<file path="config.mk">
export PLATFORM = sky130hd
export DESIGN_NAME = calc_alu_sequencer
export DESIGN_NICKNAME = d
export VERILOG_FILES = /design/src/rtl/calc_alu_sequencer.sv
export SDC_FILE = /design/constraint.sdc
export NUM_CORES = 1
export LEC_CHECK = 0
export CORE_MARGIN = 8
export CORE_UTILIZATION = 33
export DETAILED_ROUTE_END_ITERATION = 16
export PLACE_DENSITY = 0.59
export SETUP_SLACK_MARGIN = 0.1
export SLEW_MARGIN = 5
export SYNTH_ARGS = -nofsm -noshare
export SYNTH_HDL_FRONTEND = slang
export SYNTH_SLANG_ARGS = --single-unit
</file>
<file path="constraint.sdc">
create_clock -name clk -period 1.72 [get_ports clk]
set_clock_uncertainty 0.05 [all_clocks]
set_input_delay 0.172 -clock clk [delete_from_list [all_inputs] [get_ports clk]]
set_output_delay 0.172 -clock clk [all_outputs]
set_load 0.01 [all_outputs]
</file>
<file path="src/rtl/calc_alu_sequencer.sv">
// Multi-cycle controller for the calculator's shared 4-bit adder: sequences
// ADD, SUB (two's complement, signed 8-bit result) and MUL (shift-add) over one start/done handshake.
module calc_alu_sequencer #(
  parameter int MUL_STEPS = 4
) (
  input  logic       clk,
  input  logic       rst,
  input  logic       start,
  input  logic [1:0] op,
  input  logic [3:0] a,
  input  logic [3:0] b,
  output logic       busy,
  output logic       done,
  output logic       err,
  output logic [7:0] result,
  output logic [3:0] add_a,
  output logic [3:0] add_b,
  input  logic [7:0] add_sum
);

  localparam int CNT_W = (MUL_STEPS > 1) ? $clog2(MUL_STEPS) : 1;

  localparam logic [1:0] OP_ADD = 2'b00;
  localparam logic [1:0] OP_SUB = 2'b01;
  localparam logic [1:0] OP_MUL = 2'b10;
  localparam logic [1:0] OP_ILL = 2'b11;

  typedef enum logic [2:0] {
    S_IDLE,
    S_SETUP,
    S_ADD,
    S_SUB1,
    S_SUB2,
    S_MUL,
    S_ILL
  } state_t;

  state_t r_state;
  state_t w_next_state;

  logic [1:0]       r_op;
  logic [3:0]       r_a;
  logic [3:0]       r_b;
  logic [4:0]       r_n;
  logic [3:0]       r_hi;
  logic [3:0]       r_lo;
  logic [CNT_W-1:0] r_cnt;
  logic             r_done;
  logic             r_err;
  logic [7:0]       r_result;

  logic       w_mul_last;
  logic       w_sub_nb;
  logic [7:0] w_sub_result;
  logic       w_unused;

  // The adder zero-extends its sum, so bits above the carry carry no information.
  assign w_unused = ^add_sum[7:5];

  assign w_mul_last   = (r_cnt == CNT_W'(MUL_STEPS - 1));
  // A carry out of either pass means A >= B, i.e. the difference is non-negative.
  assign w_sub_nb     = add_sum[4] | r_n[4];
  assign w_sub_result = w_sub_nb ? {4'h0, add_sum[3:0]} : {4'hF, add_sum[3:0]};

  assign busy   = (r_state != S_IDLE);
  assign done   = r_done;
  assign err    = r_err;
  assign result = r_result;

  always_comb begin
    // NOTE: every output of this block gets a default first so no path leaves one unassigned (no latch).
    w_next_state = r_state;
    add_a        = 4'd0;
    add_b        = 4'd0;
    case (r_state)
      S_IDLE: begin
        if (start) w_next_state = (op == OP_ILL) ? S_ILL : S_SETUP;
      end
      S_SETUP: begin
        case (r_op)
          OP_ADD:  w_next_state = S_ADD;
          OP_SUB:  w_next_state = S_SUB1;
          OP_MUL:  w_next_state = S_MUL;
          default: w_next_state = S_ILL;
        endcase
      end
      S_ADD: begin
        add_a        = r_a;
        add_b        = r_b;
        w_next_state = S_IDLE;
      end
      S_SUB1: begin
        add_a        = ~r_b;
        add_b        = 4'd1;
        w_next_state = S_SUB2;
      end
      S_SUB2: begin
        add_a        = r_a;
        add_b        = r_n[3:0];
        w_next_state = S_IDLE;
      end
      S_MUL: begin
        add_a = r_hi;
        add_b = r_lo[0] ? r_a : 4'd0;
        if (w_mul_last) w_next_state = S_IDLE;
      end
      S_ILL:   w_next_state = S_IDLE;
      default: w_next_state = S_IDLE;
    endcase
  end

  always_ff @(posedge clk) begin
    // NOTE: sequential state uses non-blocking assignments so every register sees pre-edge values.
    if (rst) begin
      r_state  <= S_IDLE;
      r_op     <= OP_ADD;
      r_a      <= 4'd0;
      r_b      <= 4'd0;
      r_n      <= 5'd0;
      r_hi     <= 4'd0;
      r_lo     <= 4'd0;
      r_cnt    <= '0;
      r_done   <= 1'b0;
      r_err    <= 1'b0;
      r_result <= 8'h00;
    end else begin
      r_state <= w_next_state;
      r_done  <= 1'b0;
      case (r_state)
        S_IDLE: begin
          if (start) begin
            r_op <= op;
            r_a  <= a;
            r_b  <= b;
          end
        end
        S_SETUP: begin
          r_hi  <= 4'd0;
          r_lo  <= r_b;
          r_cnt <= '0;
        end
        S_ADD: begin
          r_result <= {3'b000, add_sum[4:0]};
          r_done   <= 1'b1;
          r_err    <= 1'b0;
        end
        S_SUB1: r_n <= add_sum[4:0];
        S_SUB2: begin
          r_result <= w_sub_result;
          r_done   <= 1'b1;
          r_err    <= 1'b0;
        end
        S_MUL: begin
          // Partial product shifts right one place per step; LSB of HI falls into LO.
          r_hi  <= add_sum[4:1];
          r_lo  <= {add_sum[0], r_lo[3:1]};
          r_cnt <= r_cnt + CNT_W'(1);
          if (w_mul_last) begin
            r_result <= {add_sum[4:0], r_lo[3:1]};
            r_done   <= 1'b1;
            r_err    <= 1'b0;
          end
        end
        S_ILL: begin
          r_result <= 8'h00;
          r_done   <= 1'b1;
          r_err    <= 1'b1;
        end
        default: ;
      endcase
    end
  end

endmodule
</file>
# Yosys cells after proc, flatten, opt, wreduce, memory -nomap -nowiden
# Index checks and enable logic that the tools add are counted.
[word_totals] in_bits=21 elab_cells=56 reg_bits=38
[classes] reduce_logical=12 eq_ne=12 bitwise_logic=2 mux=18 add_sub_neg=1
[ops] operator="$pmux 8 s4" n=1
[ops] operator="$mux 8" n=2
[ops] operator="$pmux 4 s2" n=2
[ops] operator="$pmux 4 s4" n=1
[ops] operator="$pmux 3 s4" n=1
[ops] operator="$pmux 4 s3" n=1
[ops] operator="$eq 3x3->1 const B" n=3
[ops] operator="$mux 3" n=3
[ops] operator="$pmux 3 s3" n=1
[ops] operator="$reduce_and 2->1" n=4
[ops] operator="$eq 2x2->1 const B" n=3
[ops] operator="$eq 3x2->1 const B" n=2
[ops] operator="$reduce_bool 3->1" n=2
[ops] operator="$mux 4" n=1
[ops] operator="$ne 2x2->1 const B" n=2
[ops] operator="$not 4->4" n=1
[ops] operator="$pmux 2 s2" n=1
[ops] operator="$reduce_bool 4->1" n=1
[ops] operator="$eq 3x1->1 const B" n=1
[ops] operator="$logic_not 3->1" n=1
[ops] operator="$pmux 1 s3" n=1
[ops] operator="$reduce_or 3->1" n=1
[ops] operator="$add 2x1->2 const B" n=1
[ops] operator="$eq 2x1->1 const B" n=1
[ops] operator="6 further kinds" n=7

# Depth between registers and ports, before layout
# Gate-level depths: netlist (run 1).
[depth] word_depth=4 ltp_mapped=6 mapped_depth_nobuf=6

# Worst setup path before layout (run 1)
# No wires, ideal clock.
[synth_timing] kind="reg-to-output" from="register r_state[1]" to="output port add_b[3]" stages_incl_launch_ff=6 t_required_ns=1.498 path_buffers=1 t_arrival_ns=1.241 setup_slack_ns=0.257 path_cell_list="dfxtp_1 and3b_1 buf_2 and2_4 a222oi_1 inv_1"
[synth_between] elab_chain_len=2
[synth_rtl] element="start: declaration" line_no="38" source="state_t r_state;"
[synth_rtl] element="start signal: assignment" line_no="127" source="r_state <= w_next_state;"
[synth_rtl] element="$eq 3x3->1 or $eq 3x2->1 (tied branches)" line_no="75" source="case (r_state)"
[synth_rtl] element="$pmux 4 s4 (*)" line_no="75"
[synth_rtl] element="end: declaration" line_no="17" source="output logic [3:0] add_b,"
# Every way passes the cells marked *; elsewhere a longest branch is shown, timed or not.

# Worst setup path in the final report (run 1)
[layout_timing] from="register r_state[0]" to="output port add_b[3]"
# Same word-level chain as after synthesis.

==> flow_summary.json, run 1 <==
{
  "synthCells": 227,
  "coreArea_um2": 5510,
  "viasPerCell": 4.97,
  "rsz0062_at_grt": "true",
  "wl_per_cell_um": 15.1,
  "yosys.area.top_type": "dfxtp_1",
  "die_area_um2": 8380,
  "worstPathArrival_ns": 1.53,
  "reg2regPathDepth": 8,
  "crit_path_end_kind": "output pin",
  "pin_count": 40,
  "fin_ws_ns": -0.0312,
  "max_freq_mhz": 571,
  "vdd_ir_drop_max_mv": 0.377,
  "max_slew_margin": 0.642,
  "drc": 0,
  "min_period_ns": 1.75,
  "cts_buffers": 5,
  "hold_viol": 0,
  "portBuffers": 36,
  "slew_violations": 0,
  "reg2reg_to": "r_b[2]$_SDFFE_PP0P_",
  "grt_max_degree": 26,
  "clk_pin_slew_ns": 0.07,
  "drive_above_1_share": 0.258,
  "drv_cap": 0,
  "clock_path_buffers": 2,
  "reg2reg_from": "r_state[1]$_SDFFE_PP0P_",
  "antenna_found_initial": 0,
  "fin_nets": 306,
  "synth_most_common_cell": "dfxtp_1",
  "status": "finished with violations",
  "htreeDepth": 2,
  "crit_chain": "and3b_2 > and2_4 > a222oi_1 > inv_1 > buf_6",
  "drt_iter0_markers": 152,
  "synth_fa_ha_area_frac": 0.0306,
  "synth_cell_types": 39,
  "critPathMaxFanout": 5,
  "worstSetupPathType": "register to output pin",
  "clock_latency_ns": 0.29,
  "p_leak_nw": 1.06,
  "dieHeight_um": 91.5,
  "crit_end": "add_b[3]",
  "async_reset_ff_frac": 0,
  "synth-seq-cells": 38,
  "initial_core_util": 0.342,
  "synthTopCellsByArea": "dfxtp_1 (40%), nor2_1 (6.4%), a21oi_1 (6.1%)",
  "syn_to_final_growth_pct": 40.1,
  "yosys.area.top_type_share": 0.404,
  "yosys_warnings": 0,
  "synth_xor_area_frac": 0,
  "row_count": 27,
  "grt_pass1_wl_mm": 8.67,
  "cts_tree": "built",
  "holdWs_ns": 0.366,
  "place_worst_setup_slack_ns": -0.0654,
  "slowest_stage": "dfxtp_4",
  "synth-seq-area-share": 0.404,
  "dp_hpwl_mm": 3.84,
  "postCtsHoldBufs": 0,
  "grt.overflow.total": 0,
  "synth_edf_count": 0,
  "clockRootBuffer": "clkbuf_8",
  "drt-total-wl_mm": 5.36,
  "dr.pass1.iters": 4,
  "synthMuxAreaShare": 0.0585,
  "crit_path_max_incr_delay_ns": 0.36,
  "n_fill_cell": 537,
  "required_ns": 1.50,
  "grt_pass1_vias": 1707,
  "violations": "setup timing",
  "diodes": 0,
  "drtAntennaViolNets": 0,
  "ys.flop_type": "dfxtp_1",
  "hp-class": "input pin to register",
  "synth_top_family_by_area": "compound AO/OA/AOI/OAI gates",
  "cp-start-kind": "register",
  "crit_start": "r_state[0]$_SDFFE_PP0P_",
  "timing.reg2reg.setup_slack_ns": 0.13,
  "vias": 1765,
  "max_slew.worst_pin.slew_ns": 0.536,
  "power.total_mw": 2.27,
  "avgSynthCellArea_um2": 8.29,
  "p_per_area_nw_per_um2": 861,
  "synth-simple-area-share": 0.211,
  "setup_viol": 1,
  "final.period_utilization": 1.02,
  "syn-num-nets": 251,
  "die_w_um": 91.5,
  "gp_congestion": 0.847,
  "synth_compound_area_frac": 0.225,
  "fin_util": 0.479,
  "fin_tns_setup_ns": -0.0312,
  "syn_area_um2": 1880,
  "grt_usage": 0.128,
  "clock_sinks": 38,
  "synthTopCellsByCount": "dfxtp_1 (38), nor2_1 (32), nand2_1 (25)"
}
==> cells in the final DEF, fill, tap and decap left out, types with 3 or more instances in the layout <==
master	instances
nor3_1	5
a21oi_1	17
ha_1	3
nand2_1	25
buf_4	22
dfxtp_1	35
o22ai_1	6
a21o_1	4
buf_2	8
nor2b_1	3
mux2i_1	10
buf_6	3
a22oi_1	7
clkdlybuf4s50_1	27
clkbuf_8	6
inv_1	10
a211oi_1	5
nand2b_1	3
a21oi_2	7
a222oi_1	5
nor2_1	31
==> metrics by stage <==
step / cells / instance area, um2
2_1_floorplan: 227 / 1880
3_3_place_gp: 341 / 2400
3_5_place_dp: 341 / 2400
4_1_cts: 353 / 2520
5_1_grt: 355 / 2640
6_report: 355 / 2640
==> worst min-delay path by stage <==
stage	startpoint	to	slack [ns]	cells past startpoint
6_report	a[1]	r_a[1]$_SDFFE_PP0P_	0.37	3
3_3_place_gp	r_a[3]$_SDFFE_PP0P_	r_a[3]$_SDFFE_PP0P_	0.41	2
4_1_cts	b[1]	r_b[1]$_SDFFE_PP0P_	0.36	3
5_1_grt	b[0]	r_b[0]$_SDFFE_PP0P_	0.38	3
2_1_floorplan	a[0]	r_a[0]$_SDFFE_PP0P_	0.26	2
3_5_place_dp	r_cnt[0]$_SDFFE_PP0P_	r_cnt[0]$_SDFFE_PP0P_	0.41	1
==> what timing repair did <==
item                                    in CTS  in global routing
pin swaps                                    5                  4
gates resized for setup                     48                 19
setup buffers                                4                  1
gates cloned                                 0                  1
endpoints found under the setup margin      15                 21
==> final cells by class <==
type	instances	area [um2]	share of cell area
clock buffers	7	86.3	0.0327
clock inverters	1	5.00	0.00190
inverters	12	47.5	0.0180
multi-input cells	162	1070	0.406
flip-flops and latches	38	767	0.291
well taps	72	90.1	0.0342
repair buffers	63	569	0.216
==> cells by family (layout without fill, tap and decap cells) <==
logic type      count (synthesis)  count (layout)
mux                            11              11
buf+inv                        27              83
compound gates                 63              63
simple gates                   83              83
fa+ha+maj                       5               5
flops                          38              38
==> power by group <==
group | total, mW | switching (mW) | internal [mW]
clock network | 0.633 | 0.310 | 0.323
logic | 0.632 | 0.313 | 0.320
registers | 1.01 | 0.0580 | 0.947
total | 2.27 | 0.681 | 1.59
==> registers in the layout, indices dropped and copies added, names as in the netlist, 2 cells and up <==
signal and count:
r_a 4, r_b 4, r_cnt 2, r_hi 4
r_lo 4, r_n 5, r_op 2, r_state 3
result 8
==> layer usage <==
metal  share of wire  up-vias  global-route usage
li1                -      905                   -
met1            0.50      805               0.175
met2            0.43       47               0.182
met3           0.060        8              0.0420
met4           0.015        0              0.0423
met5               0        -                   0
==> critical path, delay by kind of cell (launching register included) <==
family | cells | cell delay [ns]
buffers and inverters | 2 | 0.22
DFF | 1 | 0.36
and+or+nand+nor | 2 | 0.35
AOI/OAI and AO/OA | 1 | 0.30
(Power assumes the default switching activity.)
==> run 2, diff against run 1 <==
--- a/config.mk
+++ b/config.mk
@@ -10,7 +10,7 @@
 export DETAILED_ROUTE_END_ITERATION = 16
 export PLACE_DENSITY = 0.59
 export SETUP_SLACK_MARGIN = 0.1
-export SLEW_MARGIN = 5
+export SLEW_MARGIN = 15
 export SYNTH_ARGS = -nofsm -noshare
 export SYNTH_HDL_FRONTEND = slang
 export SYNTH_SLANG_ARGS = --single-unit
==> results of run 2 <==
No change in the layout: final DEF, timing and power equal those of run 1.
==> run 3, diff against run 2 <==
--- a/config.mk
+++ b/config.mk
@@ -5,7 +5,8 @@
 export SDC_FILE = /design/constraint.sdc
 export NUM_CORES = 1
 export LEC_CHECK = 0
-export CORE_MARGIN = 8
+export CAP_MARGIN = 20
+export CORE_MARGIN = 3
 export CORE_UTILIZATION = 33
 export DETAILED_ROUTE_END_ITERATION = 16
 export PLACE_DENSITY = 0.59
==> run 3 against run 2 <==
The flow still finishes with violations (setup timing); sequential power hardly changed; critical path depth is 1 higher; maximum frequency is 0.35% lower; total power is 5.2% higher; wire length is 3.3% lower; via count is 2.7% higher; worst hold slack better by 0.011 ns; clock power is 18% higher; largest cell class unchanged.
==> flow_summary.json, run 3 (synthesized netlist as in run 1, its figures left out) <==
{
  "grt_pass1_wl_mm": 8.22,
  "pin_count": 40,
  "clock_sinks": 38,
  "clock_latency_ns": 0.29,
  "antenna_found_initial": 0,
  "fin_util": 0.512,
  "dr_wl_met3_um": 272,
  "vdd_ir_drop_max_mv": 0.326,
  "cts_buffers": 5,
  "grt_usage": 0.165,
  "worstPathArrival_ns": 1.54,
  "hold_viol": 0,
  "topRoutingLayerUsed": "met4",
  "clk_pin_slew_ns": 0.07,
  "final.period_utilization": 1.02,
  "htreeDepth": 2,
  "drc": 0,
  "max_freq_mhz": 569,
  "cp-start-kind": "register",
  "coreArea_um2": 5300,
  "die_w_um": 81.5,
  "critPathMaxFanout": 5,
  "drt-total-wl_mm": 5.19,
  "place_worst_setup_slack_ns": -0.104,
  "dr.pass1.iters": 6,
  "clock_path_buffers": 2,
  "status": "finished with violations",
  "worstSetupPathType": "register to output pin",
  "timing.reg2reg.setup_slack_ns": 0.09,
  "required_ns": 1.50,
  "max_slew.worst_pin.slew_ns": 0.312,
  "slew_violations": 0,
  "portBuffers": 36,
  "p_per_area_nw_per_um2": 880,
  "drt_iter0_markers": 88,
  "wl_per_cell_um": 14.4,
  "crit_path_max_incr_delay_ns": 0.36,
  "final_common_cell": "dfxtp_1",
  "gp_congestion": 0.799,
  "cts_tree": "built",
  "row_count": 26,
  "dieHeight_um": 81.5,
  "postCtsHoldBufs": 0,
  "fin_nets": 313,
  "max_slew_margin": 0.792,
  "dp_hpwl_mm": 3.71,
  "drv_cap": 0,
  "fin_ws_ns": -0.0374,
  "die_area_um2": 6640,
  "vias": 1813,
  "crit_chain": "buf_12 > buf_6 > nand2b_4 > a21bo_2 > o21ai_2 > buf_2",
  "min_period_ns": 1.76,
  "grt_max_degree": 39,
  "violations": "setup timing",
  "drive_above_1_share": 0.266,
  "drtAntennaViolNets": 0,
  "largest_reg_flops": 8,
  "p_leak_nw": 1.10,
  "syn_to_final_growth_pct": 44.3,
  "initial_core_util": 0.355,
  "n_fill_cell": 511,
  "grt_pass1_vias": 1682,
  "rsz0062_at_grt": "true",
  "grt.overflow.total": 0,
  "wl_met2_mm": 2.31,
  "met1_length_mm": 2.55,
  "cp.buffers_inverters": 3,
  "slowest_stage": "dfxtp_4",
  "crit_family": "buffers and inverters",
  "diodes": 0,
  "setup_viol": 4,
  "layout_common_cells": "dfxtp_1 (35), nor2_1 (31), clkdlybuf4s50_1 (27)",
  "hp-class": "input pin to register",
  "viasPerCell": 5.04,
  "clockRootBuffer": "clkbuf_8",
  "crit_path_end_kind": "output pin"
}
run 3: cell count changes in the layout (fill, tap and decap cells not counted), moves of 2 or more:
cell	change
o22ai_1	-4
a21oi_1	+5
a21oi_2	-5
nor2b_1	+3
o22ai_2	+4
buf_6	+4
nor2b_4	-2
run 3: power by group:
part	switching, mW	leakage [nW]	internal, mW	total (mW)
logic	0.312	0.735	0.328	0.640
registers	0.0585	0.311	0.946	1.00
clock network	0.318	0.0579	0.427	0.744
total	0.688	1.10	1.70	2.39
run 3: cell type report:
class	instances	area (um2)	share of cell area
clock buffer	5	68.8	0.0253
clock inverter	3	40.0	0.0147
inverter	12	45.0	0.0166
multi-input combinational	162	1070	0.393
sequential	38	769	0.283
tap	70	87.6	0.0323
timing repair buffer	70	637	0.235
run 3: path summary, 6_finish.rpt:
| check | startpoint | endpoint | depth (start not counted) |
|---|---|---|---|
| worst max-delay path | r_state[2]$_SDFFE_PP0P_ | add_a[3] | 6 |
| worst min-delay path | b[0] | r_b[0]$_SDFFE_PP0P_ | 3 |
| worst max register to register | r_state[2]$_SDFFE_PP0P_ | r_state[2]$_SDFFE_PP0P_ | 6 |
| worst min register to register | r_a[0]$_SDFFE_PP0P_ | r_a[0]$_SDFFE_PP0P_ | 2 |
run 3: per-layer routing:
layer / global-route usage / vias up
met5: 0 / -
met4: 0.0473 / 0
met3: 0.0439 / 7
met2: 0.248 / 48
met1: 0.231 / 831
li1: - / 927
run 3: worst min-delay path, delay by kind of cell:
family	cells	cell delay (ns)
compound gates	1	0.05
simple gates	1	0.05
buf+inv	1	0.39
run 3: metrics by stage:
stage	power, mW	cells	instance area (um2)	setup TNS, ns	hold WS (ns)
finish	2.39	360	2720	-0.0855	0.377
global route	2.52	360	2720	-0.424	0.369
CTS	2.35	357	2590	-0.0581	0.368
detailed placement	1.59	345	2460	-0.412	0.415
global placement	1.59	345	2460	-0.249	0.416
floorplan	1.34	227	1880	0	0.258
run 3: timing repair:
action | 4_1_cts | 5_1_grt
pin swaps | 4 | 11
gates resized for setup | 45 | 22
gates cloned | 0 | 0
buffers inserted | 4 | 3
endpoints found under the setup margin | 12 | 14
==> variant 1: new RTL, settings of run 3 <==
The 7 states of `state_t` get a Gray code encoding in 3 bits.
--- a/src/rtl/calc_alu_sequencer.sv
+++ b/src/rtl/calc_alu_sequencer.sv
@@ -26,13 +26,13 @@
   localparam logic [1:0] OP_ILL = 2'b11;
 
   typedef enum logic [2:0] {
-    S_IDLE,
-    S_SETUP,
-    S_ADD,
-    S_SUB1,
-    S_SUB2,
-    S_MUL,
-    S_ILL
+    S_IDLE  = 3'b000,
+    S_SETUP = 3'b001,
+    S_ADD   = 3'b011,
+    S_SUB1  = 3'b010,
+    S_SUB2  = 3'b110,
+    S_MUL   = 3'b111,
+    S_ILL   = 3'b101
   } state_t;
 
   state_t r_state;
Function: no difference found for any inputs over 10 cycles, from zero or initial values and one cycle with rst high; not proved beyond that.
==> variant 1 against run 3 <==
Sequential cell count is the same. Setup slack gained 0.14 ns. Wire length shrank 7.0%. Area after synthesis shrank 3.9%. Critical path depth shrank 2. Cell area shrank 5.3%. First-iteration DRC count shrank 30%. Total power grew 2.1%. Clock power shrank 15%.
==> variant 1: results (changes against run 3) <==
stage	metric	value	unit	change
worst_setup_path	r2r-start	r_state[0]$_SDFFE_PP0P_		
cts	clock_path_buffers	2		unchanged
placement	dp.cells	333		-3.5%
grt	antenna_found_initial	0		unchanged
cts	cts-root-buf	clkbuf_8		
cells_and_area	drive_gt1_share	25.5	%	-1.0 points
placement	dp_hpwl	3440	um	-7.4%
timing	tightest_slew	0.453	ns	+0.141 ns
grt	grt_pass1_vias	1644		-2.3%
yosys	syn-mean-instance-area	8.29	um2	about the same
cts	htree_levels	2		unchanged
worst_hold_path	hold-path-cell-count	3		unchanged
yosys	synth_seq_area_share	42.1	%	+1.7 points
cells_and_area	finalNetCount	295		-5.8%
worst_setup_path	r2r_slack	0.17	ns	+0.08 ns
cells_and_area	fillCellCount	533		+4.3%
yosys	synth_warnings	0		unchanged
route	wl_per_cell	14.0	um	-2.6%
worst_setup_path	timing.rr.end	result[1]$_SDFFE_PP0P_		
worst_hold_path	hp-class	input pin to register		
worst_hold_path	min_to	r_a[3]$_SDFFE_PP0P_		
cts	numCtsBuffers	5		unchanged
power_and_ir_drop	p_leak	0.940	nW	-15%
yosys	synth_commonest_cells	dfxtp_1, nand2_1, a21oi_1, nor2_1, o21ai_0		
route	drt-initial-drc-count	62		-30%
worst_setup_path	r2r_cells	6		unchanged
grt	track_usage	15.8	%	-0.71 points
worst_setup_path	arrival	1.40	ns	-0.14 ns
worst_setup_path	worstPathMaxFanout	6		+1
worst_hold_path	min_from	a[3]		
cts	clk_latency	0.29	ns	about the same
placement	numPortBuffers	36		unchanged
yosys	synth_edf_count	0		unchanged
cells_and_area	n_antenna_cell	0		unchanged
yosys	async_flop_share	0	%	unchanged
yosys	ys_types	33		-15%
cts	path_clk_slew	0.08	ns	
grt	grt_pass1_wl	7880	um	-4.1%
placement	place.gp.congestion	0.800		about the same
status	outcome	completed		
grt	grt_max_degree	39		unchanged
cells_and_area	largest_reg_flops	8		unchanged
yosys	synth_nets	240		-4.4%
yosys	ys_top_cells_by_area	dfxtp_1, a21oi_1, nand2_1		
placement	post_dp_cell_area	0.00239	mm2	-2.6%
route	vias	1768		-2.5%
placement	dp_slack	-0.0332	ns	+0.0703 ns
route	drt_wl_total	4830	um	-7.0%
route	first_pass_iters	4		-2
power_and_ir_drop	peakVddDrop	0.000548	V	+68%
-- variant 1: changes by cell type after synthesis, sizes merged, moves of 5 or more --
cell and delta:
o21ai +12, nor2 -10, inv -8, nand2 +7, a211oi +6, a222oi -5
o22ai -5
-- variant 1: final cells by class --
class	count	area (um2)	share of cell area [%]
clock inverter	1	5.00	0.195
multi-input combinational	161	1030	40.0
timing repair buffer	63	581	22.6
inverter	4	15.0	0.584
clock buffer	7	86.3	3.36
sequential	38	768	29.9
tap	70	87.6	3.40
-- variant 1: stage by stage --
step,utilization (%),hold WS (ns)
after CTS,48.2,0.379
final,49.4,0.381
after detailed placement,46.0,0.401
after global placement,46.0,0.401
after floorplan,-,0.258
after global routing,49.4,0.400
-- variant 1: cells by family (layout without fill, tap and decap cells) --
| group | after synthesis | in the layout | share of synthesized area [%] |
|---|---|---|---|
| simple gates | 79 | 79 | 21.6 |
| mux | 11 | 11 | 6.09 |
| compound gates | 70 | 70 | 24.4 |
| flops | 38 | 38 | 42.1 |
| fa+ha+maj | 1 | 1 | 0.692 |
| buf+inv | 19 | 75 | 5.19 |
-- variant 1: power by group --
| part | internal, W | leakage, nW | switching, W |
|---|---|---|---|
| combinational | 0.000403 | 0.581 | 0.000378 |
| sequential | 0.000956 | 0.310 | 0.0000704 |
| clock | 0.000323 | 0.0482 | 0.000309 |
| total | 0.00168 | 0.940 | 0.000757 |
-- variant 1: per-layer routing --
| metal | global-route usage, % | up-vias | share of wire (%) |
|---|---|---|---|
| met4 | 4.56 | 0 | 0.66 |
| met2 | 25.6 | 39 | 48 |
| li1 | - | 888 | - |
| met1 | 20.8 | 837 | 47 |
| met3 | 3.61 | 4 | 4.2 |
| met5 | 0 | - | 0 |
-- variant 1: worst max-delay path, stage by stage, from the launching register on --
cell	delay (ns)
dfxtp_4	0.36
and2b_2	0.28
a22oi_1	0.10
o21ai_1	0.19
clkbuf_2	0.17
-- variant 1: timing repair --
action	4_1_cts	5_1_grt
pin swaps	4	7
endpoints found under the setup margin	26	12
cloned	1	0
resized for setup	48	23
setup buffers	1	1
-- variant 1: how the worst max path moves through the flow --
stage / from / depth (start not counted) / endpoint / slack (ns)
floorplan: r_state[2]$_SDFFE_PP0P_ / 4 / add_a[0] / 0.27
global placement: r_state[2]$_SDFFE_PP0P_ / 5 / add_b[3] / -0.08
detailed placement: r_state[0]$_SDFFE_PP0P_ / 4 / add_b[3] / -0.03
CTS: r_state[1]$_SDFFE_PP0P_ / 4 / add_b[3] / 0.04
global route: r_state[2]$_SDFFE_PP0P_ / 4 / add_b[3] / 0.05
finish: r_state[2]$_SDFFE_PP0P_ / 4 / add_b[3] / 0.10
==> variant 2: new RTL, flow settings as in run 3 <==
Made on the original files. Set the parameter `MUL_STEPS` to 2 (it was 4).
--- a/src/rtl/calc_alu_sequencer.sv
+++ b/src/rtl/calc_alu_sequencer.sv
@@ -1,7 +1,7 @@
 // Multi-cycle controller for the calculator's shared 4-bit adder: sequences
 // ADD, SUB (two's complement, signed 8-bit result) and MUL (shift-add) over one start/done handshake.
 module calc_alu_sequencer #(
-  parameter int MUL_STEPS = 4
+  parameter int MUL_STEPS = 2
 ) (
   input  logic       clk,
   input  logic       rst,
Behaviour: not the same (a bounded check fails within 10 cycles, from zero or initial values and one cycle with rst high).
==> variant 2 against run 3 <==
The run still ends with setup timing left. Fmax is 0.99% higher. Area after synthesis decreased by 2.0%. Wire length shrank 9.1%. Setup slack better by 0.017 ns. Sequential cell count down 1. Cell count shrank 5.0%. Cell area down 7.4%. Total power decreased by 6.9%. Largest cell class unchanged.
==> variant 2: results (changes against run 3) <==
stage	metric	value	unit	change
yosys	ys_types	43		+10%
grt	grt_pass1_wl	7800	um	-5.1%
power_and_ir_drop	peakVddDrop	0.000433	V	+33%
power_and_ir_drop	p_leak	0.985	nW	-11%
worst_setup_path	r2r_slack	0.18	ns	+0.09 ns
cells_and_area	fillCellCount	530		+3.7%
route	drt-initial-drc-count	86		-2.3%
worst_setup_path	r2r-start	r_state[1]$_SDFFE_PP0P_		
status	violations	setup timing		
worst_hold_path	min_from	a[2]		
placement	dp_hpwl	3410	um	-8.2%
timing	relSlewSlack	77.3	%	-1.9 points
timing	setup_ws	-0.0202	ns	+0.0173 ns
yosys	syn_inst	223		-1.8%
power_and_ir_drop	p_sw	0.000643	W	-6.5%
placement	dp_slack	-0.133	ns	-0.0296 ns
placement	place.gp.congestion	0.813		+1.7%
cells_and_area	syn_to_final_growth	36.4	%	
worst_setup_path	critPathSlowestCell	dfxtp_2		
worst_setup_path	arrival	1.52	ns	-0.02 ns
timing	holdWs	0.380	ns	+0.00334 ns
placement	dp.cells	332		-3.8%
grt	grt_pass1_vias	1645		-2.2%
route	drt_wl_total	4720	um	-9.1%
status	outcome	finished, violations left		
timing	setup-violations-final	1		-3
grt	grt_max_degree	33		-15%
route	viasPerCell	5.04		about the same
timing	finalSetupTns	-0.0202	ns	+0.0653 ns
route	first_pass_iters	7		+1
cells_and_area	drive_gt1_share	22.1	%	-4.5 points
route	vias	1722		-5.0%
worst_setup_path	path_delay_family	flip-flops		
placement	post_dp_cell_area	0.00235	mm2	-4.5%
worst_hold_path	hp-class	input pin to register		
yosys	synth_commonest_cells	dfxtp_1, a21oi_1, nand2_1, nor2_1, inv_1		
yosys	ys_top_cells_by_area	dfxtp_1, a21oi_1, nand2_1		
## variant 2: changes by cell type in the layout (fill, tap and decap cells not counted), sizes merged, moves of 4 or more
| cell | before | now |
|---|---|---|
| buf | 43 | 27 |
| nand3 | 1 | 5 |
| o221ai | 0 | 4 |
| mux2i | 11 | 5 |
| a21oi | 24 | 34 |
| nor2 | 32 | 22 |
## variant 2: what timing repair did
action | 4_1_cts | 5_1_grt
buffers inserted | 1 | 1
gates resized for setup | 56 | 4
hold endpoints to repair | 0 | 0
pin swaps | 5 | 3
endpoints found under the setup margin | 9 | 20
## variant 2: cell families (layout without fill, tap and decap cells)
kind of cell / after synthesis / count (layout) / share of synthesized area, %
compound gates: 67 / 67 / 23.4
fa+ha+maj: 6 / 6 / 3.53
buf+inv: 29 / 78 / 8.34
flops: 37 / 37 / 40.2
mux: 5 / 5 / 2.71
simple gates: 79 / 79 / 21.8
## variant 2: final timing paths
path / end / cells past startpoint
setup / recovery: add_b[3] / 5
hold / removal: r_a[2]$_SDFFE_PP0P_ / 3
setup reg to reg: r_a[1]$_SDFFE_PP0P_ / 7
hold reg to reg: r_n[2]$_SDFFE_PP0N_ / 2
## variant 2: layout make-up
type | instances | share of cell area, %
clock inverter | 1 | 0.199
inverter | 15 | 2.24
timing repair buffer | 55 | 20.5
tap | 70 | 3.48
multi-input combinational | 157 | 39.9
clock buffer | 7 | 3.83
sequential | 37 | 29.8
## variant 2: per-layer routing
metal	part of all wire [%]	global-route usage (%)	vias up	wire, um
met4	0.95	5.07	0	45
met3	7.3	3.88	5	344
li1	-	-	878	-
met2	44	23.6	61	2080
met1	48	21.0	778	2250
met5	0	0	-	0
## variant 2: tightest hold or removal path: cells and delay by family
family                 cells  cell delay (ns)
AO/OA/AOI/OAI              1             0.05
buffers and inverters      1             0.39
AND/OR/NAND/NOR            1             0.05
